<file path="src/rtl/pe_tile_sequencer.sv">
// pe_tile_sequencer
// Walks one convolution tile through the PE array one input channel at a time:
// weight rows are loaded, PE_COLS input beats are streamed, the active R x S MAC
// region is drained, and the accumulated psums are written out. Accumulators are
// cleared once when the tile is accepted and accumulate across all C channels.
module pe_tile_sequencer #(
    parameter int PE_ROWS        = 5,
    parameter int PE_COLS        = 5,
    parameter int MAC_PIPE_DEPTH = 2
) (
    input  logic                         CLK,
    input  logic                         RESET,
    input  logic                         start,
    input  logic [3:0]                   param_R,
    input  logic [3:0]                   param_S,
    input  logic [11:0]                  param_C,
    input  logic                         w_valid,
    output logic                         w_ready,
    input  logic                         in_valid,
    output logic                         in_ready,
    input  logic [PE_ROWS*PE_COLS-1:0]   mac_done,
    output logic [2:0]                   weight_row_wr_ctrl,
    output logic                         weight_wr_en,
    output logic                         stall,
    output logic                         mac_clear,
    output logic                         out_wr_en,
    output logic [11:0]                  ch_idx,
    output logic                         busy,
    output logic                         done,
    output logic                         err
);

    localparam int NUM_PE  = PE_ROWS * PE_COLS;
    // The drain counter only has to reach MAC_PIPE_DEPTH-1 and then saturates.
    localparam int DRAIN_W = (MAC_PIPE_DEPTH > 1) ? $clog2(MAC_PIPE_DEPTH) : 1;

    localparam logic [DRAIN_W-1:0] DRAIN_MIN = DRAIN_W'(MAC_PIPE_DEPTH - 1);
    localparam logic [DRAIN_W-1:0] DRAIN_ONE = DRAIN_W'(1);
    localparam logic [3:0]         MAX_R     = 4'(PE_ROWS);
    localparam logic [3:0]         MAX_S     = 4'(PE_COLS);
    localparam logic [2:0]         LAST_BEAT = 3'(PE_COLS - 1);

    typedef enum logic [2:0] {
        ST_IDLE   = 3'd0,
        ST_LOAD_W = 3'd1,
        ST_STREAM = 3'd2,
        ST_DRAIN  = 3'd3,
        ST_WRITE  = 3'd4,
        ST_DONE   = 3'd5
    } state_t;

    // Bit r*PE_COLS+c is set when PE (r,c) lies inside the active R x S region.
    function automatic logic [NUM_PE-1:0] build_mask(input logic [3:0] r, input logic [3:0] s);
        logic [NUM_PE-1:0] m;
        m = '0;
        for (int i = 0; i < PE_ROWS; i++) begin
            for (int j = 0; j < PE_COLS; j++) begin
                if ((4'(i) < r) && (4'(j) < s)) begin
                    m[i*PE_COLS + j] = 1'b1;
                end
            end
        end
        return m;
    endfunction

    state_t               state_r;
    logic [3:0]           r_lat_r;
    logic [11:0]          c_lat_r;
    logic [NUM_PE-1:0]    mask_r;
    logic [2:0]           row_cnt_r;
    logic [2:0]           beat_cnt_r;
    logic [DRAIN_W-1:0]   drain_cnt_r;
    logic [11:0]          ch_idx_r;
    logic                 w_ready_r;
    logic                 in_ready_r;
    logic                 stall_r;
    logic                 busy_r;
    logic                 mac_clear_r;
    logic                 out_wr_en_r;
    logic                 done_r;
    logic                 err_r;

    logic                 params_bad_s;
    logic                 mask_met_s;
    logic                 drain_min_met_s;
    logic                 last_row_s;
    logic                 last_beat_s;
    logic                 last_ch_s;

    assign params_bad_s    = (param_R == 4'd0) || (param_S == 4'd0) || (param_C == 12'd0) ||
                             (param_R > MAX_R) || (param_S > MAX_S);
    // PEs outside the active region never gate the drain exit.
    assign mask_met_s      = ((mac_done & mask_r) == mask_r);
    assign drain_min_met_s = (drain_cnt_r == DRAIN_MIN);
    assign last_row_s      = ({1'b0, row_cnt_r} == (r_lat_r - 4'd1));
    assign last_beat_s     = (beat_cnt_r == LAST_BEAT);
    assign last_ch_s       = (ch_idx_r == (c_lat_r - 12'd1));

    // Ready flags come straight from registers; only the write strobe and the
    // streaming stall follow the incoming valid within the cycle.
    assign w_ready            = w_ready_r;
    assign in_ready           = in_ready_r;
    assign weight_wr_en       = w_ready_r & w_valid;
    assign weight_row_wr_ctrl = row_cnt_r;
    assign stall              = in_ready_r ? ~in_valid : stall_r;
    assign mac_clear          = mac_clear_r;
    assign out_wr_en          = out_wr_en_r;
    assign ch_idx             = ch_idx_r;
    assign busy               = busy_r;
    assign done               = done_r;
    assign err                = err_r;

    // Tile sequencing FSM with its registered status outputs and counters.
    always_ff @(posedge CLK) begin
        if (RESET) begin
            state_r     <= ST_IDLE;
            r_lat_r     <= 4'd0;
            c_lat_r     <= 12'd0;
            mask_r      <= '0;
            row_cnt_r   <= 3'd0;
            beat_cnt_r  <= 3'd0;
            drain_cnt_r <= '0;
            ch_idx_r    <= 12'd0;
            w_ready_r   <= 1'b0;
            in_ready_r  <= 1'b0;
            stall_r     <= 1'b1;
            busy_r      <= 1'b0;
            mac_clear_r <= 1'b0;
            out_wr_en_r <= 1'b0;
            done_r      <= 1'b0;
            err_r       <= 1'b0;
        end else begin
            mac_clear_r <= 1'b0;
            out_wr_en_r <= 1'b0;
            done_r      <= 1'b0;
            err_r       <= 1'b0;
            case (state_r)
                ST_IDLE: begin
                    if (start) begin
                        if (params_bad_s) begin
                            err_r <= 1'b1;
                        end else begin
                            r_lat_r     <= param_R;
                            c_lat_r     <= param_C;
                            mask_r      <= build_mask(param_R, param_S);
                            row_cnt_r   <= 3'd0;
                            beat_cnt_r  <= 3'd0;
                            ch_idx_r    <= 12'd0;
                            mac_clear_r <= 1'b1;
                            w_ready_r   <= 1'b1;
                            stall_r     <= 1'b1;
                            busy_r      <= 1'b1;
                            state_r     <= ST_LOAD_W;
                        end
                    end
                end
                ST_LOAD_W: begin
                    if (w_valid) begin
                        if (last_row_s) begin
                            row_cnt_r  <= 3'd0;
                            beat_cnt_r <= 3'd0;
                            w_ready_r  <= 1'b0;
                            in_ready_r <= 1'b1;
                            state_r    <= ST_STREAM;
                        end else begin
                            row_cnt_r <= row_cnt_r + 3'd1;
                        end
                    end
                end
                ST_STREAM: begin
                    if (in_valid) begin
                        if (last_beat_s) begin
                            beat_cnt_r  <= 3'd0;
                            drain_cnt_r <= '0;
                            in_ready_r  <= 1'b0;
                            stall_r     <= 1'b0;
                            state_r     <= ST_DRAIN;
                        end else begin
                            beat_cnt_r <= beat_cnt_r + 3'd1;
                        end
                    end
                end
                ST_DRAIN: begin
                    if (mask_met_s && drain_min_met_s) begin
                        out_wr_en_r <= 1'b1;
                        stall_r     <= 1'b1;
                        state_r     <= ST_WRITE;
                    end else if (!drain_min_met_s) begin
                        drain_cnt_r <= drain_cnt_r + DRAIN_ONE;
                    end
                end
                ST_WRITE: begin
                    if (last_ch_s) begin
                        done_r  <= 1'b1;
                        state_r <= ST_DONE;
                    end else begin
                        ch_idx_r  <= ch_idx_r + 12'd1;
                        w_ready_r <= 1'b1;
                        state_r   <= ST_LOAD_W;
                    end
                end
                ST_DONE: begin
                    ch_idx_r <= 12'd0;
                    busy_r   <= 1'b0;
                    state_r  <= ST_IDLE;
                end
                default: begin
                    state_r    <= ST_IDLE;
                    ch_idx_r   <= 12'd0;
                    w_ready_r  <= 1'b0;
                    in_ready_r <= 1'b0;
                    stall_r    <= 1'b1;
                    busy_r     <= 1'b0;
                end
            endcase
        end
    end

endmodule

</file>
<file path="config.mk">
export PLATFORM = sky130hd
export DESIGN_NAME = pe_tile_sequencer
export DESIGN_NICKNAME = d
export VERILOG_FILES = /design/src/rtl/pe_tile_sequencer.sv
export SDC_FILE = /design/constraint.sdc
export NUM_CORES = 1
export LEC_CHECK = 0
export BUFFER_PORTS_ARGS = -buffer_cell sky130_fd_sc_hd__buf_2
export CORE_AREA = 2 2 84 86
export CTS_CLUSTER_SIZE = 10
export DETAILED_ROUTE_END_ITERATION = 10
export DIE_AREA = 0 0 86 88
export GPL_TIMING_DRIVEN = 0
export PLACE_DENSITY = 0.84
export SLEW_MARGIN = 10
export SYNTH_ARGS = -nofsm -noshare
export SYNTH_HDL_FRONTEND = slang
export SYNTH_SLANG_ARGS = --single-unit
</file>
<file path="constraint.sdc">
create_clock -name CLK -period 7.2 [get_ports CLK]
set_clock_uncertainty 0.2 [all_clocks]
set_input_delay 1.44 -clock CLK [delete_from_list [all_inputs] [get_ports CLK]]
set_output_delay 1.44 -clock CLK [all_outputs]
set_load 0.1 [all_outputs]
</file>
==> results.json, run 1 <==
{
  "fillers": 552,
  "ys_seq_area_share_pct": 36.94,
  "grt_max_degree": 14,
  "die-area_mm2": 0.007568,
  "max-slew-margin-rel_pct": 37.10,
  "die_h_um": 88,
  "path_cells": "buf_2 > a211o_1 > nor4b_1 > a31oi_1 > or4_2 > a221oi_1",
  "ir_worst_vdd_mv": 0.1403,
  "power_density_mw_per_mm2": 196.8,
  "cts-htree-levels": 3,
  "dpl.hpwl_mm": 7.827,
  "fmax_mhz": 246.2,
  "cp.required_ns": 7.25,
  "r2r_start": "c_lat_r[0]$_SDFFE_PP0P_",
  "detail_route.first_pass.iterations": 5,
  "grt_pass1_wl_mm": 17.19,
  "grt_overflow_total": 0,
  "mostFrequentLayoutCells": "buf_2 (72), dfxtp_1 (71), nand2_1 (58)",
  "gp_congestion": 0.9657,
  "utilization_pct": 67.72,
  "cts-root-buf": "clkbuf_8",
  "seq_area_mm2": 0.001421,
  "yosys_warnings": 0,
  "end_kind": "flop",
  "numPortBuffers": 71,
  "fin_hold_ws_ns": 0.2569,
  "cpPeakStageDelay_ns": 0.82,
  "num_antenna_cells": 0,
  "ys_ff_latch": 71,
  "rsz0062_at_grt": "no",
  "period_needed_ns": 4.062,
  "final_nets": 631,
  "r2r_end": "ch_idx[9]$_SDFFE_PP0P_",
  "rows": 30,
  "crit_type": "primary input to flop",
  "grt_pass1_vias": 3841,
  "drtIter0Drc": 272,
  "syn_area_mm2": 0.003847,
  "clockBufferDepth": 2,
  "cap_violations": 0,
  "yosys.area.top_type_share_pct": 36.94,
  "worst_setup_path_start_kind": "primary input",
  "setup_viol": 0,
  "path_clk_slew_ns": 0.07,
  "ys_types": 63,
  "vias_per_cell": 6.248,
  "avgSynthCellArea_um2": 7.804,
  "grt_use_total_pct": 28.78,
  "cts_hold_buf": 0,
  "cts_inserted_buffers": 9,
  "initial_core_util_pct": 57.91,
  "drc": 0,
  "cts.sinks": 71,
  "placed_area_mm2": 0.004303,
  "post-cts-setup-buffers": 0,
  "hp-class": "flop to flop",
  "ys_async_sr_fraction_pct": 0,
  "wl_per_cell_um": 15.99,
  "cts_tree": "built",
  "cp_max_fo": 6,
  "hold_viol_final": 0,
  "maxSlewViolCount": 0,
  "antenna_found_initial": 0,
  "die_w_um": 86,
  "yosysTopAreaCell": "dfxtp_1",
  "cts_resized": 0,
  "hold-path-cell-count": 2,
  "post-route-cell-area_mm2": 0.004499,
  "fin_setup_tns_ns": 0,
  "critPathSlowestCell": "nor4b_1",
  "synth_edf_count": 0,
  "synthTopCellsByArea": "dfxtp_1 (37%), a21oi_1 (6.0%), nand2_1 (5.7%)",
  "outcome": "finished, final reports clean",
  "syn_inst": 493,
  "hp-start": "mask_r[12]$_SDFFE_PP0P_",
  "drive_gt1_share_pct": 18.62,
  "multi_input_area_mm2": 0.002178,
  "path_delay_family": "simple AND/OR/NAND/NOR gates",
  "worst-r2r-cell-count": 11,
  "worst-slew-pin-transition_ns": 0.9303,
  "ios": 74,
  "syn_nets": 549,
  "crit_buf_inv": 1,
  "vias": 4124,
  "r2r_setup_slack_ns": 3.86,
  "p_leak_nw": 1.649,
  "worstPathArrival_ns": 4.11,
  "final_common_cell": "buf_2",
  "min_to": "mask_r[12]$_SDFFE_PP0P_",
  "finalWirelength_mm": 10.55,
  "coreArea_mm2": 0.006644,
  "period_share_pct": 56.42,
  "ant_nets": 0,
  "clock_latency_ns": 0.36,
  "syn_to_final_growth_pct": 16.94,
  "synth_ff_type": "dfxtp_1"
}
==> cells by family after synthesis <==
logic type,count (synthesis),synth area share [%]
muxes,3,0.7805
buffers and inverters,61,6.439
DFF,71,36.94
xor gates and xnor gates,16,3.642
AOI/OAI and AO/OA,131,22.47
adders and majority gates,6,1.951
and+or+nand+nor,205,27.77
==> worst max-delay path by stage <==
stage / start / end / slack (ns) / cells past startpoint
2_1_floorplan: in_valid / stall / 2.64 / 1
3_3_place_gp: param_R[2] / ch_idx[11]$_SDFFE_PP0P_ / 2.93 / 6
3_5_place_dp: param_R[2] / ch_idx[11]$_SDFFE_PP0P_ / 2.85 / 6
4_1_cts: param_R[2] / ch_idx[11]$_SDFFE_PP0P_ / 3.22 / 6
5_1_grt: param_S[3] / mask_r[3]$_SDFFE_PP0P_ / 2.97 / 8
6_report: param_R[2] / ch_idx[11]$_SDFFE_PP0P_ / 3.14 / 6
==> flip-flops by register name, summed over array words and instances, names as in the netlist <==
signal and count:
beat_cnt_r 3, busy 1, c_lat_r 12, ch_idx 12
done 1, drain_cnt_r 1, err 1, in_ready 1
mac_clear 1, mask_r 25, out_wr_en 1, r_lat_r 4
stall_r 1, state_r 3, w_ready 1, weight_row_wr_ctrl 3
==> metal layers <==
metal	wire, µm	vias to the layer above	track usage [%]
met5	0	-	0
li1	-	1952	-
met4	434	0	16.88
met3	907	56	5.372
met2	4884	234	48.20
met1	4326	1882	34.55
==> final cells by class <==
cell class | count | area share [%]
Inverter | 36 | 3.003
Buffer | 25 | 2.503
Sequential cell | 71 | 31.59
Clock buffer | 9 | 2.753
Tap cell | 80 | 2.225
Multi-Input combinational cell | 361 | 48.41
Clock inverter | 7 | 1.613
Timing Repair Buffer | 71 | 7.898
==> metrics by stage <==
stage | setup WS [ns] | power, mW | cells
global placement | 2.931 | 0.5638 | 644
finish | 3.138 | 0.8853 | 660
CTS | 3.223 | 0.8880 | 660
detailed placement | 2.853 | 0.5677 | 644
floorplan | 2.642 | 0.5239 | 493
global route | 2.966 | 0.9213 | 660
==> power by group <==
| group | total, mW | internal (mW) | switching [mW] |
|---|---|---|---|
| registers | 0.412 | 0.403 | 0.00868 |
| logic | 0.150 | 0.0490 | 0.101 |
| clock network | 0.323 | 0.160 | 0.163 |
==> cells in the mapped netlist, types with 4 or more instances <==
cell	count
clkbuf_1	20
nand2b_1	9
o22ai_1	10
a21oi_1	46
or4_1	4
inv_1	36
nor2_1	42
nor4_1	12
dfxtp_1	71
o21ai_0	9
nor3_1	27
nand2_1	58
ha_1	6
o31ai_1	10
a31oi_1	7
or3_1	5
xnor2_1	12
xor2_1	4
a211oi_1	12
nand4_1	7
nand3_1	9
and3_1	5
==> worst min-delay path, stage by stage (launching register included) <==
cell,delay (ns)
dfxtp_1,0.31
nand2_1,0.05
a21oi_1,0.05
No activity file was read; power rests on OpenSTA's default activity.
==> run 2: changes to the inputs <==
--- a/config.mk
+++ b/config.mk
@@ -5,13 +5,14 @@
 export SDC_FILE = /design/constraint.sdc
 export NUM_CORES = 1
 export LEC_CHECK = 0
+export ABC_AREA = 1
 export BUFFER_PORTS_ARGS = -buffer_cell sky130_fd_sc_hd__buf_2
-export CORE_AREA = 2 2 84 86
+export CORE_AREA = 2 2 93 95
 export CTS_CLUSTER_SIZE = 10
 export DETAILED_ROUTE_END_ITERATION = 10
-export DIE_AREA = 0 0 86 88
+export DIE_AREA = 0 0 95 97
 export GPL_TIMING_DRIVEN = 0
-export PLACE_DENSITY = 0.84
+export PLACE_DENSITY = 0.76
 export SLEW_MARGIN = 10
 export SYNTH_ARGS = -nofsm -noshare
 export SYNTH_HDL_FRONTEND = slang
==> constraint.sdc (replaced) <==
create_clock -name CLK -period 3.55 [get_ports CLK]
set_clock_uncertainty 0.2 [all_clocks]
set_input_delay 0.71 -clock CLK [delete_from_list [all_inputs] [get_ports CLK]]
set_output_delay 0.71 -clock CLK [all_outputs]
set_load 0.1 [all_outputs]
==> run 2 against run 1 <==
- clock power grew 96%
- via count is 5.7% higher
- final cell count up 25%
- non-clock buffer count fell by 3
- setup slack worse by 2.0 ns
- power increased to 2.7 times the previous value
- register-to-register slack worse by 2.6 ns
- sequential share of layout area fell by 1.7 points
- count of clock-buffer cells in the layout is 2 higher
- core utilization shrank 9.2 points
- highest routed layer unchanged
- cell area up 5.8%
- critical path depth increased by 6
==> results.json, run 2 <==
{
  "syn_inst": 635,
  "fmax_mhz": 421.1,
  "post-cts-setup-buffers": 0,
  "cts_inserted_buffers": 9,
  "ir_worst_vdd_mv": 0.2082,
  "path_cells": "buf_2 > inv_1 > nand2_4 > inv_1 > o21ai_0 > nor2_2 > nand3_2 > nor2_4 > inv_2 > clkbuf_1 > o21ai_0 > a21oi_1",
  "period_share_pct": 66.89,
  "yosys-top-cells-count": "nand2_1 (166), inv_1 (81), nor2_1 (79)",
  "drive_gt1_share_pct": 17.43,
  "mostFrequentLayoutCells": "nand2_1 (166), inv_1 (81), nor2_1 (79), buf_2 (79), dfxtp_1 (71)",
  "final_nets": 775,
  "p_leak_nw": 2.197,
  "gp_congestion": 0.9037,
  "synth_ff_type": "dfxtp_1",
  "vias": 4358,
  "ant_nets": 0,
  "largest-register": "mask_r",
  "worstPathArrival_ns": 2.42,
  "grt_pass1_wl_mm": 18.39,
  "cp_max_fo": 10,
  "cap_violations": 0,
  "outcome": "finished, final reports clean",
  "num_antenna_cells": 0,
  "max-slew-margin-rel_pct": 60.16,
  "antenna_found_initial": 0,
  "clock_latency_ns": 0.36,
  "cts_hold_buf": 0,
  "setup_viol": 0,
  "period_needed_ns": 2.375,
  "grt_use_total_pct": 25.19,
  "grt_max_degree": 12,
  "grt_overflow_total": 0,
  "cts-root-buf": "clkbuf_8",
  "drc": 0,
  "yosys_warnings": 0,
  "cts-htree-levels": 3,
  "finalWirelength_mm": 11.20,
  "synthTopCellsByArea": "dfxtp_1 (35%), nand2_1 (15%), inv_1 (7.4%)",
  "yosysTopAreaCell": "dfxtp_1",
  "detail_route.first_pass.iterations": 5,
  "fin_cells": 828,
  "crit_type": "primary input to flop",
  "path_clk_slew_ns": 0.08,
  "yosys.area.top_type_share_pct": 34.81,
  "die-area_mm2": 0.009215,
  "cts_tree": "built",
  "ys_types": 36,
  "avgSynthCellArea_um2": 6.429,
  "initial_core_util_pct": 50.19,
  "vias_per_cell": 5.263,
  "ios": 74,
  "die_h_um": 97,
  "power.total_mw": 2.364,
  "synth_edf_count": 0,
  "fillers": 812,
  "die_w_um": 95,
  "rsz0062_at_grt": "no",
  "critPathSlowestCell": "o21ai_0",
  "coreArea_mm2": 0.008134,
  "cpPeakStageDelay_ns": 0.29,
  "ys_ff_latch": 71,
  "fin_hold_ws_ns": 0.2540,
  "cp.required_ns": 3.60,
  "maxSlewViolCount": 0,
  "wl_per_cell_um": 13.52,
  "cts.sinks": 71,
  "ys_async_sr_fraction_pct": 0,
  "worst-slew-pin-transition_ns": 0.5914,
  "numPlacedInstances": 813,
  "syn_to_final_growth_pct": 16.55,
  "dpl.hpwl_mm": 8.485,
  "rows": 33,
  "ys_seq_area_share_pct": 34.81,
  "syn_nets": 691,
  "final_common_cell": "nand2_1",
  "power_density_mw_per_mm2": 496.9,
  "end_kind": "flop",
  "synthMostInstantiatedCell": "nand2_1",
  "hold_viol_final": 0,
  "clockBufferDepth": 2,
  "numPortBuffers": 73,
  "drtIter0Drc": 222,
  "hp-class": "flop to flop",
  "grt_pass1_vias": 4195,
  "syn_area_mm2": 0.004083,
  "cts_resized": 0,
  "largest_reg_flops": 25,
  "utilization_pct": 58.50,
  "worst_setup_path_start_kind": "primary input",
  "fin_setup_tns_ns": 0
}
==> run 2: stage by stage <==
stage                     setup WS, ns  instance area [µm²]
after floorplan                 0.1072                 4083
after global placement          0.9259                 4579
after detailed placement        0.8386                 4579
after CTS                        1.210                 4758
after global routing             1.039                 4758
final                            1.175                 4758
==> run 2: where the power goes <==
part | switching, mW | internal (mW)
combinational | 0.588 | 0.226
sequential | 0.0553 | 0.861
clock | 0.315 | 0.319
==> run 2: logic make-up after synthesis <==
logic type	count (synthesis)	share of synthesized area, %
xor+xnor	16	3.432
flops	71	34.81
buf+inv	112	11.16
simple gates	333	36.10
compound gates	97	12.66
fa+ha+maj	6	1.839
==> run 2: final timing paths <==
path	from	end	slack [ns]	cells past startpoint
worst max-delay path	param_S[2]	c_lat_r[5]$_SDFFE_PP0P_	1.18	12
worst min-delay path	stall_r$_SDFFE_PP1P_	stall_r$_SDFFE_PP1P_	0.25	2
worst max register to register	c_lat_r[0]$_SDFFE_PP0P_	ch_idx[10]$_SDFFE_PP0P_	1.27	13
worst min register to register	stall_r$_SDFFE_PP1P_	stall_r$_SDFFE_PP1P_	0.25	2
==> run 2: critical path, delay by kind of cell <==
family / cells / cell delay [ns]
AOI/OAI and AO/OA: 3 / 0.46
buffers and inverters: 5 / 0.63
and+or+nand+nor: 4 / 0.63
==> run 2: per-layer routing <==
layer  GRT usage, %  part of all wire (%)
met1          28.41                    42
met5              0                     0
met2          45.34                    50
met3          3.738                   5.7
met4          12.04                   3.0
==> run 2: layout make-up <==
cell class                      instances  area [µm²]  share of cell area [%]
Tap cell                              105       131.4                   2.761
Inverter                               92       345.3                   7.257
Sequential cell                        71        1421                   29.87
Clock inverter                          4       47.55                  0.9992
Buffer                                 20       110.1                   2.314
Multi-Input combinational cell        452        2206                   46.36
Timing Repair Buffer                   73       365.4                   7.678
Clock buffer                           11       131.4                   2.761
